`config.mk`:
```
export PLATFORM = sky130hd
export DESIGN_NAME = telemetry_frame_tx_flat
export DESIGN_NICKNAME = d
export VERILOG_FILES = /design/src/rtl/telemetry_frame_tx_if.sv /design/src/rtl/telemetry_frame_tx.sv /design/src/flat_wrapper.sv
export SDC_FILE = /design/constraint.sdc
export NUM_CORES = 1
export LEC_CHECK = 0
export BUFFER_PORTS_ARGS = -buffer_cell sky130_fd_sc_hd__buf_4
export CORE_MARGIN = 2
export CORE_UTILIZATION = 59
export DETAILED_ROUTE_END_ITERATION = 12
export PLACE_DENSITY = 0.8
export SLEW_MARGIN = 5
export SYNTH_ARGS = -nofsm -noshare
export SYNTH_HDL_FRONTEND = slang
export SYNTH_SLANG_ARGS = --single-unit
```
`constraint.sdc`:
```
create_clock -name clk -period 2.7 [get_ports clk]
set_input_delay 0.405 -clock clk [delete_from_list [all_inputs] [get_ports clk]]
set_output_delay 0.405 -clock clk [all_outputs]
set_load 0.05 [all_outputs]
```
`src/rtl/telemetry_frame_tx_if.sv`:
```
// Telemetry frame transmitter bus: snapshot inputs, request strobe and UART byte handshake.
// Pure wiring, no latency.
// tx_busy from the UART stalls byte issue; send_req is dropped while a frame is in flight.
interface telemetry_frame_tx_if;
  logic [11:0] enc1_pos;
  logic [11:0] enc2_pos;
  logic [7:0]  temperature;
  logic [7:0]  bill_count;
  logic        send_req;
  logic        tx_busy;
  logic        tx_start;
  logic [7:0]  tx_data;
  logic        frame_busy;
  logic        frame_done;

  modport master (
    output enc1_pos, enc2_pos, temperature, bill_count, send_req, tx_busy,
    input  tx_start, tx_data, frame_busy, frame_done
  );

  modport slave (
    input  enc1_pos, enc2_pos, temperature, bill_count, send_req, tx_busy,
    output tx_start, tx_data, frame_busy, frame_done
  );
endinterface

```
`src/rtl/telemetry_frame_tx.sv`:
```
// Telemetry frame transmitter: snapshots encoders/temperature/bill count and sends an ASCII hex line to a UART.
// Latency: send_req to first tx_start is 2 cycles with the UART idle; one byte per tx_busy low period.
// Backpressure: each byte waits for tx_busy low; requests during a frame are dropped. TELEM_CHECKSUM_EN adds an XOR checksum field.
module telemetry_frame_tx #(
  parameter bit ONLY_ON_CHANGE = 1'b1,
  parameter bit HEX_UPPER      = 1'b1
) (
  input logic                 clk,
  input logic                 rst,
  telemetry_frame_tx_if.slave bus
);

`ifdef TELEM_CHECKSUM_EN
  localparam int FRAME_LEN = 18;
`else
  localparam int FRAME_LEN = 15;
`endif
  localparam logic [4:0] LAST_IDX = 5'(FRAME_LEN - 1);

  typedef enum logic [2:0] {
    IDLE,
    LOAD,
    SEND,
    WAIT_ACK,
    WAIT_FREE
  } state_t;

  state_t      state;
  state_t      state_nxt;
  logic [4:0]  idx;
  logic [39:0] snapshot;
  logic [39:0] last_sent;
  logic        sent;
  logic [39:0] live;
  logic        load_en;
  logic        sent_set;
  logic        idx_inc;
  logic        done;
  logic [7:0]  cur_byte;

  assign live = {bus.enc1_pos, bus.enc2_pos, bus.temperature, bus.bill_count};

  function automatic logic [7:0] hex_ascii(input logic [3:0] n);
    if (n < 4'd10) hex_ascii = 8'h30 + {4'h0, n};
    else           hex_ascii = (HEX_UPPER ? 8'h41 : 8'h61) + {4'h0, n} - 8'd10;
  endfunction

  // Bytes 0..12 are the data fields and separators, common to both frame formats.
  function automatic logic [7:0] field_byte(input logic [39:0] s, input logic [4:0] i);
    case (i)
      5'd0:    field_byte = hex_ascii(s[39:36]);
      5'd1:    field_byte = hex_ascii(s[35:32]);
      5'd2:    field_byte = hex_ascii(s[31:28]);
      5'd4:    field_byte = hex_ascii(s[27:24]);
      5'd5:    field_byte = hex_ascii(s[23:20]);
      5'd6:    field_byte = hex_ascii(s[19:16]);
      5'd8:    field_byte = hex_ascii(s[15:12]);
      5'd9:    field_byte = hex_ascii(s[11:8]);
      5'd11:   field_byte = hex_ascii(s[7:4]);
      5'd12:   field_byte = hex_ascii(s[3:0]);
      5'd3, 5'd7, 5'd10: field_byte = 8'h20;
      default: field_byte = 8'h00;
    endcase
  endfunction

`ifdef TELEM_CHECKSUM_EN
  logic [7:0] checksum;

  // XOR of the 13 field bytes, taken from the frozen snapshot so it is stable all frame.
  always_comb begin
    checksum = 8'h00;
    for (int i = 0; i < 13; i++) begin
      checksum = checksum ^ field_byte(snapshot, 5'(i));
    end
  end
`endif

  // Select the byte for the current index; the trailer differs with the checksum option.
  always_comb begin
    cur_byte = 8'h00;
    if (idx < 5'd13) begin
      cur_byte = field_byte(snapshot, idx);
    end else begin
      case (idx)
`ifdef TELEM_CHECKSUM_EN
        5'd13:   cur_byte = 8'h20;
        5'd14:   cur_byte = hex_ascii(checksum[7:4]);
        5'd15:   cur_byte = hex_ascii(checksum[3:0]);
        5'd16:   cur_byte = 8'h0D;
        5'd17:   cur_byte = 8'h0A;
`else
        5'd13:   cur_byte = 8'h0D;
        5'd14:   cur_byte = 8'h0A;
`endif
        default: cur_byte = 8'h00;
      endcase
    end
  end

  // Next-state and per-cycle strobes; a first byte held off by tx_busy at LOAD waits in WAIT_FREE with sent=0.
  always_comb begin
    state_nxt = state;
    load_en   = 1'b0;
    sent_set  = 1'b0;
    idx_inc   = 1'b0;
    done      = 1'b0;
    case (state)
      IDLE: begin
        if (bus.send_req && (!ONLY_ON_CHANGE || (live != last_sent))) state_nxt = LOAD;
      end
      LOAD: begin
        load_en   = 1'b1;
        state_nxt = bus.tx_busy ? WAIT_FREE : SEND;
      end
      SEND: begin
        sent_set  = 1'b1;
        state_nxt = WAIT_ACK;
      end
      WAIT_ACK: begin
        state_nxt = WAIT_FREE;
      end
      WAIT_FREE: begin
        if (!bus.tx_busy) begin
          if (!sent) begin
            state_nxt = SEND;
          end else if (idx == LAST_IDX) begin
            done      = 1'b1;
            state_nxt = IDLE;
          end else begin
            idx_inc   = 1'b1;
            state_nxt = SEND;
          end
        end
      end
      default: state_nxt = IDLE;
    endcase
  end

  // State, index, snapshot and last-sent registers; reset aborts a frame without recording it.
  always_ff @(posedge clk) begin
    if (rst) begin
      state     <= IDLE;
      idx       <= 5'd0;
      snapshot  <= '0;
      last_sent <= '1;
      sent      <= 1'b0;
    end else begin
      state <= state_nxt;
      if (load_en) begin
        snapshot <= live;
        idx      <= 5'd0;
        sent     <= 1'b0;
      end
      if (sent_set) sent <= 1'b1;
      if (idx_inc && (idx != LAST_IDX)) idx <= idx + 5'd1;
      if (done) last_sent <= snapshot;
    end
  end

  assign bus.tx_start   = !rst && (state == SEND);
  assign bus.frame_done = !rst && done;
  assign bus.frame_busy = !rst && (state != IDLE);
  assign bus.tx_data    = (!rst && (state == SEND || state == WAIT_ACK || state == WAIT_FREE)) ?
                          cur_byte : 8'h00;

endmodule

```
`src/flat_wrapper.sv`:
```
// flat-port wrapper written by rule: the top's interface ports become plain ports
module telemetry_frame_tx_flat 
#(
  parameter bit ONLY_ON_CHANGE = 1'b1,
  parameter bit HEX_UPPER      = 1'b1
)
  (clk, rst, bus_enc1_pos, bus_enc2_pos, bus_temperature, bus_bill_count, bus_send_req, bus_tx_busy, bus_tx_start, bus_tx_data, bus_frame_busy, bus_frame_done);
  telemetry_frame_tx_if bus_i ();
  input logic clk;
  input logic rst;
  input wire logic [$bits(bus_i.enc1_pos)-1:0] bus_enc1_pos;
  input wire logic [$bits(bus_i.enc2_pos)-1:0] bus_enc2_pos;
  input wire logic [$bits(bus_i.temperature)-1:0] bus_temperature;
  input wire logic [$bits(bus_i.bill_count)-1:0] bus_bill_count;
  input wire logic [$bits(bus_i.send_req)-1:0] bus_send_req;
  input wire logic [$bits(bus_i.tx_busy)-1:0] bus_tx_busy;
  output wire logic [$bits(bus_i.tx_start)-1:0] bus_tx_start;
  output wire logic [$bits(bus_i.tx_data)-1:0] bus_tx_data;
  output wire logic [$bits(bus_i.frame_busy)-1:0] bus_frame_busy;
  output wire logic [$bits(bus_i.frame_done)-1:0] bus_frame_done;
  assign bus_i.enc1_pos = bus_enc1_pos;
  assign bus_i.enc2_pos = bus_enc2_pos;
  assign bus_i.temperature = bus_temperature;
  assign bus_i.bill_count = bus_bill_count;
  assign bus_i.send_req = bus_send_req;
  assign bus_i.tx_busy = bus_tx_busy;
  assign bus_tx_start = bus_i.tx_start;
  assign bus_tx_data = bus_i.tx_data;
  assign bus_frame_busy = bus_i.frame_busy;
  assign bus_frame_done = bus_i.frame_done;
  telemetry_frame_tx #(.ONLY_ON_CHANGE(ONLY_ON_CHANGE), .HEX_UPPER(HEX_UPPER)) u_core (.clk(clk), .rst(rst), .bus(bus_i));
endmodule
```
# Yosys cells after proc, flatten, opt, wreduce, memory -nomap -nowiden
# Cells that the tools add are included.
[classes]
n_addsub = 31
n_reduce_logical = 16
eq_ne = 22
n_mux = 34
n_lt_le_gt_ge = 11
[op_table]
columns = ["op", "n"]
rows = [
  ["2-to-1 mux 8 bit", 12],
  ["case mux 8 bit (11 select lines)", 1],
  ["adder 7 x 4 -> 8 bit (first input constant)", 10],
  ["subtractor 8 x 4 -> 8 bit (second input constant)", 10],
  ["adder 6 x 4 -> 7 bit (first input constant)", 10],
  ["less-than comparator 4 bit (second input constant)", 10],
  ["inequality test 40 bit", 1],
  ["equality test 5 x 4 -> 1 bit (second input constant)", 7],
  ["equality test 5 x 3 -> 1 bit (second input constant)", 4],
  ["case mux 3 bit (5 select lines)", 1],
  ["2-to-1 mux 1 bit", 12],
  ["2-to-1 mux 3 bit", 4],
  ["equality test 5 x 2 -> 1 bit (second input constant)", 2],
  ["2-to-1 mux 5 bit", 2],
  ["case mux 4 bit (2 select lines)", 1],
  ["equality test 3 x 2 -> 1 bit (second input constant)", 2],
  ["logical AND 1 bit", 6],
  ["adder 5 x 1 -> 5 bit (second input constant)", 1],
  ["equality test 5 x 1 -> 1 bit (second input constant)", 1],
  ["logical NOT 5 bit", 1],
  ["less-than comparator 5 x 4 -> 1 bit (second input constant)", 1],
  ["inequality test 5 x 4 -> 1 bit (second input constant)", 1],
  ["nonzero test 2 bit", 2],
  ["equality test 3 x 1 -> 1 bit (second input constant)", 1],
  ["other kinds (10)", 11],
]
[totals]
output_inout_bits = 11
input_bits = 44
regBits = 89

# Longest topological paths before layout
[depth]
depth_word = 7
depth_mapped = 9
mapped_depth_nobuf = 7

# Least setup slack after synthesis
# Ideal clock, no wire load.
[synth_path]
kind = "register -> output"
from = "reg u_core.idx[0]"
to = "out bus_tx_data[3]"
path_stages_with_launch = 8
setup_slack_ns = -0.443
t_arrival_ns = 2.738
required_time_ns = 2.295
path_cell_list = "dfxtp_1 inv_1 ha_1 or4b_2 nor4b_1 nor4_1 and4_1 a41oi_1"
[synth_via]
elab_chain_len = 5
elab_cells_between_ends = 21
[synth_rtl]
columns = ["item", "line_no", "rtl"]
rows = [
  ["from (decl)", "telemetry_frame_tx.sv:30", "logic [4:0] idx;"],
  ["from (signal assigned)", "telemetry_frame_tx.sv:155", "if (idx_inc && (idx != LAST_IDX)) idx <= idx + 5'd1;"],
  ["equality test 5 x 2 -> 1 bit (tied with other cells)", "telemetry_frame_tx.sv:50", "case (i)"],
  ["OR reduction 3 bit", "telemetry_frame_tx.sv:50", ""],
  ["case mux 8 bit (11 select lines)", "telemetry_frame_tx.sv:50", ""],
  ["2-to-1 mux 8 bit (*)", "telemetry_frame_tx.sv:81", "if (idx < 5'd13) begin"],
  ["2-to-1 mux 8 bit (*)", "telemetry_frame_tx.sv:163", "assign bus.tx_data = (!rst && (state == SEND || state == WAIT_ACK || state == WAIT_FREE)) ?"],
  ["to (decl)", "flat_wrapper.sv:18", "output wire logic [$bits(bus_i.tx_data)-1:0] bus_tx_data;"],
]
# Every way passes the cells marked *; elsewhere a longest branch is shown, timed or not.

# Worst setup path after layout
[layout_path]
from = "reg u_core.idx[1]"
to = "out bus_tx_data[3]"
# The elaborated chain is that of the path after synthesis.

==> results.toml <==
[status]
status = "complete, but fails checks"
failed_checks = "setup timing"

[floorplanning]
dieHeight_um = 97.9
rows = 34
start_util_pct = 60.3
die_area_mm2 = 0.00959
core_mm2 = 0.00864
io_pins = 55
die_x_um = 97.9

[timing]
max_clock_freq_ghz = 0.366
fin_crit_ns = 2.73
hold_viol_final = 0
holdWs_ns = 0.267
period_share_pct = 101
fin_ws_ns = -0.0334
fin_worst_skew_ns = 0.0110
slew_violations = 0
finalSetupViolCount = 2
maxSlewHeadroom_pct = 40.1
rsz0062_at_grt = "true"
worst_slew_pin_slew_ns = 0.898

[critical_path]
rrSetupSlack_ns = 0.58
arrival_ns = 2.33
reg2reg_to = "u_core.last_sent[0]"
critPathMaxFanout = 3
reg2reg_from = "u_core.idx[0]"
cp-start-kind = "flip-flop"
path_class = "flip-flop to output port"
required_ns = 2.30
setup.worst_path.end_class = "output port"
reg2regPathDepth = 7

[final_layout]
regArea_mm2 = 0.00180
nets = 794
n_antenna_cell = 0
final_area_mm2 = 0.00657
drive_above_1_share_pct = 25.5
fillers = 637
postLayoutCoreUtil_pct = 76.1
multi_input_area_mm2 = 0.00352
syn2layout_area_growth_pct = 26.2

[detailed_routing]
avgRoutedWirePerCell_um = 19.6
vias = 5256
postRouteAntennaNets = 0
drt-initial-drc-count = 404
totalWireLength_um = 16600
dr.pass1.iters = 5
vias_per_cell = 6.20
drc_errors = 0

[clocking]
cts.clk_slew.worst_paths_ns = 0.10
cts_hold_buf = 0
cts_buffers = 9
cts-root-buf = "clkbuf_8"
cts_tree = "built"
clkLatencyLatePin_ns = 0.37
cts.sinks = 89
htree_levels = 3
clk_path_buf_depth = 2

[placement]
place_hpwl_um = 12100
dp_slack_ns = -0.0312
post_dp_cell_area_mm2 = 0.00584
portBuffers = 53
gp_congestion = 0.973

[worst_hold_path]
min_from = "bus_send_req"
hold_class = "input port to flip-flop"
min_to = "u_core.state[0]"
holdPathStages = 2

[global_routing]
grt_overflow = 0
grt_pass1_wl_um = 25800
global_route.usage.total_pct = 33.7
grt_max_degree = 91
grt_pass1_vias = 4924
antenna_found_initial = 0

[synth]
synth-seq-cells = 89
syn_inst = 674
synthMuxAreaShare_pct = 0.385
synthTopCellsByArea = "dfxtp_1 34%, nand2_1 9.7%, xnor2_1 7.2%"
synth_top_area_share_pct = 34.2
synth_top_family_by_area = "simple AND/OR/NAND/NOR gates"
synth_cell_types = 55
synth_xor_area_share_pct = 9.09
yosys.area_share.simple_pct = 27.0
synth-edff-count = 0
synth_top_area_cell = "dfxtp_1"
syn-cell-area_mm2 = 0.00520
synth_flop_cell = "dfxtp_1"
async_reset_ff_share_pct = 0
synthAdderAreaFrac_pct = 3.37
yosys_warnings = 0
synth-compound-area-share_pct = 19.7
ys_seq_area_share_pct = 34.2
syn_nets = 732
syn_avg_cell_area_um2 = 7.72

[power]
finalPower_mw = 2.73
leakagePower_nw = 2.34
power.density_mw_per_mm2 = 416
peakVddDrop_v = 0.000341

[job]
timing.max_cap.violations = 0
==> placed cells by master (no fill, tap or decap), drive strengths merged, types with 5 or more instances in the layout <==
cell	instances
buf	97
a211o	20
nand3b	22
dfxtp	89
and4b	9
ha	14
inv	30
xnor2	43
nor4	9
nand3	8
nor2b	14
a211oi	13
o21ai	24
and2	6
xor2	11
o22ai	13
nand4	10
nor4b	7
a22oi	5
nand2	135
nor2	33
clkbuf	9
nor3	5
a21oi	70
a31oi	5
==> synthesized netlist by cell type (6+ instances only) <==
library cell    n
xor2_1         11
and2_1          6
clkbuf_1       34
ha_1           14
nor4b_1         7
xnor2_1        43
nor4_1          8
a211oi_1       13
a21oi_1        70
nor2b_1        14
nor2_1         33
a211o_1        20
dfxtp_1        89
nand4_1        10
o21ai_0        24
nand2_1       135
inv_1          27
and4b_1         9
o22ai_1        13
nand3b_1       22
nand3_1         8
==> repair_timing <==
action,in CTS,in global routing
hold endpoints to repair,0,0
gates resized for setup,53,58
setup endpoints to repair,8,8
buffers inserted,4,5
cloned,0,0
pin swaps,16,14
==> worst max path at each step <==
stage	from	end	cells after the start
2_1_floorplan	u_core.idx[0]	bus_tx_data[3]	7
5_1_grt	u_core.idx[1]	bus_tx_data[3]	8
6_report	u_core.idx[1]	bus_tx_data[3]	8
3_3_place_gp	u_core.idx[1]	bus_tx_data[3]	8
3_5_place_dp	u_core.idx[1]	bus_tx_data[3]	8
4_1_cts	u_core.idx[1]	bus_tx_data[3]	8
==> per-stage QoR <==
step           cells  setup TNS (ns)
5_1_grt          848          -0.294
2_1_floorplan    674          -0.142
3_3_place_gp     824               0
4_1_cts          843         -0.0619
6_report         848         -0.0499
3_5_place_dp     824         -0.0312
==> critical path, cell delays in order, from the launching register on <==
cell and delay, ns:
dfxtp_4 0.38, inv_6 0.07, ha_4 0.13, or4b_4 0.50, nor4b_4 0.26, nor4_1 0.09
and4_1 0.19, a41oi_2 0.15, buf_6 0.18
==> layer usage <==
metal / vias to the layer above / wire length [um] / global-route usage [%]
li1: 2478 / - / -
met1: 2487 / 6970 / 46.5
met2: 248 / 7850 / 53.9
met3: 43 / 1200 / 4.22
met4: 0 / 599 / 13.7
met5: - / 0 / 0
==> where the power goes <==
group / total (mW) / switching, mW / internal (mW)
Clock: 0.960 / 0.523 / 0.438
Sequential: 1.39 / 0.0468 / 1.34
Combinational: 0.378 / 0.221 / 0.157
==> cell families after synthesis <==
logic type	Yosys count
and+or+nand+nor	275
AOI/OAI and AO/OA	166
DFF	89
buffers and inverters	73
xor gates and xnor gates	54
adders and majority gates	14
muxes	2
other	1
==> registers in the layout, summed over array words and instances (netlist names) <==
name / flops
u_core.idx: 5
u_core.snapshot: 40
u_core.state: 3
u_core.sent: 1
u_core.last_sent: 40
==> cell type report <==
class                      count  area share (%)
clock inverter                 6            1.14
inverter                      27            1.66
multi-input combinational    512            53.7
sequential                    89            27.4
timing repair buffer          97            12.2
tap                          108            2.06
clock buffer                   9            1.89
No activity file was read; power rests on OpenSTA's default activity.
